File: src/rtl/fetch_unit.sv
// fetch_unit: PC generator + fetch stage feeding a 1-cycle synchronous instr_mem; program-load path while idle.
// Latency: start_i/redirect_i to valid_o = 1 cycle, 1 instr/cycle. Backpressure: ready_i low re-issues pc_o, outputs hold.
// Optional FETCH_STATS_EN adds saturating transfer/stall counters (fetch_cnt_o, stall_cnt_o).

package fetch_pkg;
    typedef struct packed {
        logic [7:0]  opcode;
        logic [7:0]  rd;
        logic [15:0] imm;
    } instruction_s;
endpackage

module fetch_unit
    import fetch_pkg::*;
#(
    parameter int addr_width_p = 10
) (
    input  logic                    clk,
    input  logic                    reset_n,
    input  logic                    start_i,
    input  logic [addr_width_p-1:0] start_pc_i,
    input  logic                    halt_i,
    input  logic                    load_en_i,
    input  logic [addr_width_p-1:0] load_addr_i,
    input  instruction_s            load_instr_i,
    input  logic                    redirect_i,
    input  logic [addr_width_p-1:0] redirect_pc_i,
    output logic [addr_width_p-1:0] imem_addr_o,
    output logic                    imem_wen_o,
    output instruction_s            imem_instr_o,
    input  instruction_s            imem_instr_i,
    output instruction_s            instr_o,
    output logic [addr_width_p-1:0] pc_o,
    output logic                    valid_o,
    input  logic                    ready_i,
    output logic                    busy_o
`ifdef FETCH_STATS_EN
    ,
    output logic [31:0]             fetch_cnt_o,
    output logic [31:0]             stall_cnt_o
`endif
);

    typedef enum logic {
        IDLE  = 1'b0,
        FETCH = 1'b1
    } state_e;

    localparam logic [addr_width_p-1:0] PC_ONE = {{(addr_width_p-1){1'b0}}, 1'b1};

    state_e                  state_r;
    logic [addr_width_p-1:0] fetch_pc_r;
    logic [addr_width_p-1:0] pc_r;
    logic                    valid_r;

    logic start_ok;
    logic stall;
    logic xfer;

    // A load in the same cycle as start keeps the port, so start is dropped.
    assign start_ok = (state_r == IDLE) && start_i && !load_en_i;
    assign stall    = valid_r && !ready_i;
    assign xfer     = valid_r && ready_i;

    always_comb begin
        imem_addr_o  = load_addr_i;
        imem_wen_o   = 1'b0;
        imem_instr_o = load_instr_i;
        if (state_r == IDLE) begin
            imem_wen_o = load_en_i;
            if (start_ok) begin
                imem_addr_o = start_pc_i;
            end
        end else if (redirect_i) begin
            imem_addr_o = redirect_pc_i;
        end else if (stall) begin
            // Re-read the held PC so the memory output stays on the stalled instruction.
            imem_addr_o = pc_r;
        end else begin
            imem_addr_o = fetch_pc_r;
        end
    end

    always_ff @(posedge clk or negedge reset_n) begin
        if (!reset_n) begin
            state_r    <= IDLE;
            fetch_pc_r <= '0;
            pc_r       <= '0;
            valid_r    <= 1'b0;
        end else begin
            case (state_r)
                IDLE: begin
                    if (start_ok) begin
                        state_r    <= FETCH;
                        pc_r       <= start_pc_i;
                        fetch_pc_r <= start_pc_i + PC_ONE;
                        valid_r    <= 1'b1;
                    end
                end
                FETCH: begin
                    if (halt_i) begin
                        state_r <= IDLE;
                        valid_r <= 1'b0;
                    end else if (redirect_i) begin
                        pc_r       <= redirect_pc_i;
                        fetch_pc_r <= redirect_pc_i + PC_ONE;
                        valid_r    <= 1'b1;
                    end else if (!stall) begin
                        pc_r       <= fetch_pc_r;
                        fetch_pc_r <= fetch_pc_r + PC_ONE;
                        valid_r    <= 1'b1;
                    end
                end
                default: begin
                    state_r <= IDLE;
                    valid_r <= 1'b0;
                end
            endcase
        end
    end

    assign instr_o = imem_instr_i;
    assign pc_o    = pc_r;
    assign valid_o = valid_r;
    assign busy_o  = (state_r == FETCH);

`ifdef FETCH_STATS_EN
    logic [31:0] fetch_cnt_r;
    logic [31:0] stall_cnt_r;

    always_ff @(posedge clk or negedge reset_n) begin
        if (!reset_n) begin
            fetch_cnt_r <= '0;
            stall_cnt_r <= '0;
        end else if (start_ok) begin
            fetch_cnt_r <= '0;
            stall_cnt_r <= '0;
        end else if (state_r == FETCH) begin
            if (xfer && (fetch_cnt_r != 32'hFFFF_FFFF)) begin
                fetch_cnt_r <= fetch_cnt_r + 32'd1;
            end
            if (stall && (stall_cnt_r != 32'hFFFF_FFFF)) begin
                stall_cnt_r <= stall_cnt_r + 32'd1;
            end
        end
    end

    assign fetch_cnt_o = fetch_cnt_r;
    assign stall_cnt_o = stall_cnt_r;
`endif

endmodule

File: config.mk
export PLATFORM = sky130hd
export DESIGN_NAME = fetch_unit
export DESIGN_NICKNAME = d
export VERILOG_FILES = /design/src/rtl/fetch_unit.sv
export SDC_FILE = /design/constraint.sdc
export NUM_CORES = 1
export LEC_CHECK = 0
export BUFFER_PORTS_ARGS = -buffer_cell sky130_fd_sc_hd__buf_2
export CAP_MARGIN = 20
export CORE_MARGIN = 2
export CORE_UTILIZATION = 30
export CTS_BUF_LIST = sky130_fd_sc_hd__clkbuf_16
export CTS_CLUSTER_SIZE = 20
export DETAILED_ROUTE_END_ITERATION = 12
export PLACE_DENSITY = 0.77
export SLEW_MARGIN = 15
export SYNTH_ARGS = -nofsm -noshare
export SYNTH_HDL_FRONTEND = slang
export SYNTH_SLANG_ARGS = --single-unit
File: constraint.sdc
create_clock -name clk -period 1.92 [get_ports clk]
set_input_delay 0.192 -clock clk [delete_from_list [all_inputs] [get_ports clk]]
set_output_delay 0.192 -clock clk [all_outputs]
set_load 0.005 [all_outputs]
==> impl_summary.log <==
[metrics] Root Driver: sky130_fd_sc_hd__clkbuf_16
[metrics] first-pass GRT wire length: 7.73 mm
[metrics] endpoint kind of the worst setup timing path: register
[metrics] leading area contributor after synthesis: sky130_fd_sc_hd__dfrtp_1
[metrics] number of buffers created by CTS: 3
[metrics] cell count after synthesis: 262
[metrics] commonest register cell after synthesis: sky130_fd_sc_hd__dfrtp_1
[metrics] minimum clock period: 1.87 ns
[metrics] count of unique library cells instantiated by Yosys: 33
[metrics] Initial Utilization: 31.2%
[metrics] fraction of power consumed by the clock network: 23.2%
[metrics] net switching share of the total power: 34.5%
[metrics] critical path data arrival time: 2.01 ns
[metrics] signed area change from the synthesized netlist to the final layout: 11.7%
[metrics] Detail Route Antenna Nets: 0
[metrics] # nets final: 379
[metrics] number of nets produced by synthesis: 364
[metrics] global routing met2 resource utilization: 24.4%
[metrics] overall die area: 0.00785 sq mm
[metrics] required time reported for the critical path endpoint: 2.06 ns
[metrics] GR Util met3: 1.77%
[metrics] number of enable-type register cells in the synthesized netlist: 0
[metrics] TritonCTS clock tree: done
[metrics] share of synthesized area occupied by flip-flops and latches: 25.7%
[metrics] GRT Util Overall: 12.5%
[metrics] Max FO, Critical Path: 11
[metrics] register share of total power: 36.3%
[metrics] max-slew violation count: 0
[metrics] status: completed
[metrics] detailed-routing iteration count for the pre-antenna-repair pass: 4
[metrics] mean instance size in the synthesized netlist: 8.19 sq um
[metrics] total of fill cells in the finished design: 679
[metrics] Power per Cell Area: 785 mW/mm^2
[metrics] power share of the combinational group: 40.5%
[metrics] most area-consuming cells after synthesis: sky130_fd_sc_hd__dfrtp_1, sky130_fd_sc_hd__buf_4, sky130_fd_sc_hd__mux2i_1, sky130_fd_sc_hd__o21ai_0, sky130_fd_sc_hd__nand2_1
[metrics] internal power of the cells: 1.23 mW
[metrics] met1 layer usage reported by global route: 13.3%
[metrics] standard cell core area: 0.00687 sq mm
[metrics] register clock-pin slew on the reported worst setup and hold paths: 0.06 ns
[metrics] number of warnings reported in the yosys synthesis log: 0
[metrics] height of the chip: 88.6 um
[metrics] wire per inst: 14.5 um
[metrics] pin count of the biggest net entering global routing: 23
[metrics] Post-DP HPWL: 3.96 mm
[metrics] routing layer with the top usage in global route: met2
[metrics] slew at the pin closest to its max-slew limit: 0.523 ns
[metrics] ratio of routed vias to standard cells: 4.92
[metrics] count of final setup violators: 0
[metrics] maximum resistive drop on vdd: 293 uV
[metrics] Leakage: 1.11 nW
[metrics] antenna diode count: 0
[metrics] Max Freq: 0.534 GHz
[metrics] pre-CTS WS: -0.0331 ns
[metrics] sink count of the clock tree: 22
[metrics] number of buffers added on ports: 59
[metrics] total negative slack for setup checks: 0 ns
[metrics] number of DRC violations after detailed-routing iteration 0: 148
[metrics] final setup skew: 0.00297 ns
[metrics] Setup crit start kind: register
[metrics] synthesized cell area: 0.00215 sq mm
[metrics] share of cells above drive strength 1: 39.6%
[metrics] row count: 30
[metrics] CTS HTree Levels: 1
[metrics] portion of synthesized cell area occupied by the leading cell type: 25.7%
[metrics] initial antenna violation count: 0
[metrics] worst slew margin relative to its limit: 65.1%
[metrics] maximum clock insertion buffer count: 2
[metrics] reported max-cap violation count: 0
[metrics] net switching power: 0.650 mW
[metrics] Die W: 88.6 um
[metrics] vias in the first global route: 1669
[metrics] number of remaining DRC errors: 0
[metrics] Congestion Overflow GR: 0
[metrics] most instantiated library cell after synthesis: sky130_fd_sc_hd__buf_4
[metrics] clock insertion delay at the later pin of the skew report: 0.25 ns
[metrics] start-to-end type of the worst setup path: register to register
[metrics] commonest cells in the netlist: sky130_fd_sc_hd__buf_4, sky130_fd_sc_hd__mux2i_1, sky130_fd_sc_hd__o21ai_0, sky130_fd_sc_hd__nand2_1, sky130_fd_sc_hd__dfrtp_1
[metrics] async set or reset register ratio after synthesis: 100%
[metrics] final hold violation count: 0
[metrics] design area: 0.00240 sq mm
[metrics] area of placed instances: 0.00216 sq mm
[metrics] worst path setup slack after routing: 0.0484 ns
[metrics] I/O pin cnt: 188
[metrics] kind of path behind the tightest hold check: input pin to register
[metrics] ratio of final minimum period to clock period: 97.5%
[metrics] routability congestion estimate from global placement: 0.900
[metrics] flop and latch count out of synthesis: 22
[metrics] routed wire length: 5.37 mm
[metrics] DR vias: 1824
-- cell type report --
cell class | instances | area [sq um] | share of cell area, %
multi-input cells | 160 | 1090 | 45.3
flip-flops and latches | 22 | 552 | 23.0
well taps | 96 | 120 | 5.01
repair buffers | 89 | 552 | 23.0
clock buffers | 3 | 75.1 | 3.13
inverters | 1 | 11.3 | 0.470
-- cell families after synthesis --
family	Yosys count	share of synthesized area (%)
and+or+nand+nor	67	14.9
muxes	32	15.1
AOI/OAI and AO/OA	56	15.3
DFF	22	25.7
adders and majority gates	1	0.583
buffers and inverters	80	26.8
xor gates and xnor gates	4	1.63
-- flip-flops by register name (all words and copies together) (netlist names) --
signal and count:
busy_o 1, fetch_pc_r 10, pc_o 10, valid_o 1
-- worst max-delay path: stages, from the launching register on --
cell and delay [ns]:
sky130_fd_sc_hd__dfrtp_2 0.50, sky130_fd_sc_hd__inv_8 0.14, sky130_fd_sc_hd__buf_4 0.12, sky130_fd_sc_hd__mux2i_1 0.34, sky130_fd_sc_hd__nand2_1 0.31, sky130_fd_sc_hd__mux2_2 0.35
-- per-layer routing --
layer	part of all wire, %	wire [um]
met1	38	2030
met2	54	2890
met3	6.4	346
met4	1.8	98
met5	0	0
-- worst paths after layout --
check	startpoint	endpoint	slack (ns)	cells after the start
worst max-delay path	busy_o$_DFF_PN0_	fetch_pc_r[1]$_DFFE_PN0P_	0.05	5
worst min-delay path	halt_i	valid_o$_DFFE_PN0P_	0.20	2
worst max register to register	busy_o$_DFF_PN0_	fetch_pc_r[1]$_DFFE_PN0P_	0.05	5
worst min register to register	fetch_pc_r[2]$_DFFE_PN0P_	fetch_pc_r[2]$_DFFE_PN0P_	0.51	2
max in group asynchronous	reset_n	busy_o$_DFF_PN0_	1.09	2
min in group asynchronous	reset_n	pc_o[4]$_DFFE_PN0P_	0.45	2
-- cell usage in the layout, fill, tap and decap left out --
| master | count |
|---|---|
| sky130_fd_sc_hd__nand2_1 | 26 |
| sky130_fd_sc_hd__nand4_2 | 1 |
| sky130_fd_sc_hd__o21ai_4 | 3 |
| sky130_fd_sc_hd__or3_1 | 2 |
| sky130_fd_sc_hd__nand2b_4 | 2 |
| sky130_fd_sc_hd__and2_1 | 1 |
| sky130_fd_sc_hd__or4_1 | 2 |
| sky130_fd_sc_hd__inv_8 | 1 |
| sky130_fd_sc_hd__ha_4 | 1 |
| sky130_fd_sc_hd__o32ai_1 | 1 |
| sky130_fd_sc_hd__nand4_1 | 2 |
| sky130_fd_sc_hd__nor2_1 | 16 |
| sky130_fd_sc_hd__a21oi_1 | 2 |
| sky130_fd_sc_hd__mux2_2 | 3 |
| sky130_fd_sc_hd__o31ai_1 | 2 |
| sky130_fd_sc_hd__xnor2_1 | 2 |
| sky130_fd_sc_hd__a31oi_1 | 13 |
| sky130_fd_sc_hd__buf_6 | 1 |
| sky130_fd_sc_hd__dfrtp_1 | 21 |
| sky130_fd_sc_hd__o21a_1 | 1 |
| sky130_fd_sc_hd__nand3_1 | 3 |
| sky130_fd_sc_hd__o21ai_2 | 5 |
| sky130_fd_sc_hd__xor2_1 | 2 |
| sky130_fd_sc_hd__dlygate4sd3_1 | 1 |
| sky130_fd_sc_hd__a21oi_2 | 1 |
| sky130_fd_sc_hd__o21ai_1 | 3 |
| sky130_fd_sc_hd__a22oi_1 | 1 |
| sky130_fd_sc_hd__nand2b_1 | 9 |
| sky130_fd_sc_hd__buf_2 | 59 |
| sky130_fd_sc_hd__clkbuf_16 | 3 |
| sky130_fd_sc_hd__mux2i_1 | 29 |
| sky130_fd_sc_hd__buf_4 | 26 |
| sky130_fd_sc_hd__nand3b_1 | 1 |
| sky130_fd_sc_hd__o21ai_0 | 24 |
| sky130_fd_sc_hd__buf_12 | 2 |
| sky130_fd_sc_hd__nor2b_1 | 2 |
| sky130_fd_sc_hd__dfrtp_2 | 1 |
-- stage by stage --
stage / hold slack (ns) / instances / power (mW) / util (%)
floorplan: -0.104 / 262 / 1.18 / -
global placement: 0.194 / 357 / 1.34 / 31.4
detailed placement: 0.192 / 357 / 1.36 / 31.4
CTS: 0.199 / 361 / 1.80 / 32.7
global route: 0.204 / 371 / 2.01 / 34.9
finish: 0.195 / 371 / 1.88 / 34.9
-- power by group through the flow --
stage                     Sequential [mW]  Clock [mW]  Combinational [mW]
after floorplan                     0.665           0               0.516
after global placement              0.678           0               0.664
after detailed placement            0.682           0               0.680
after CTS                           0.675       0.437               0.685
after global routing                0.696       0.456               0.855
final                               0.683       0.436               0.762
-- repair_timing --
action	in CTS	in global routing
pin swaps	0	7
hold endpoints to repair	22	0
cloned	0	0
setup buffers	0	10
hold buffers	1	0
endpoints found under the setup margin	2	9
gates resized for setup	2	19
(Power assumes the default switching activity.)
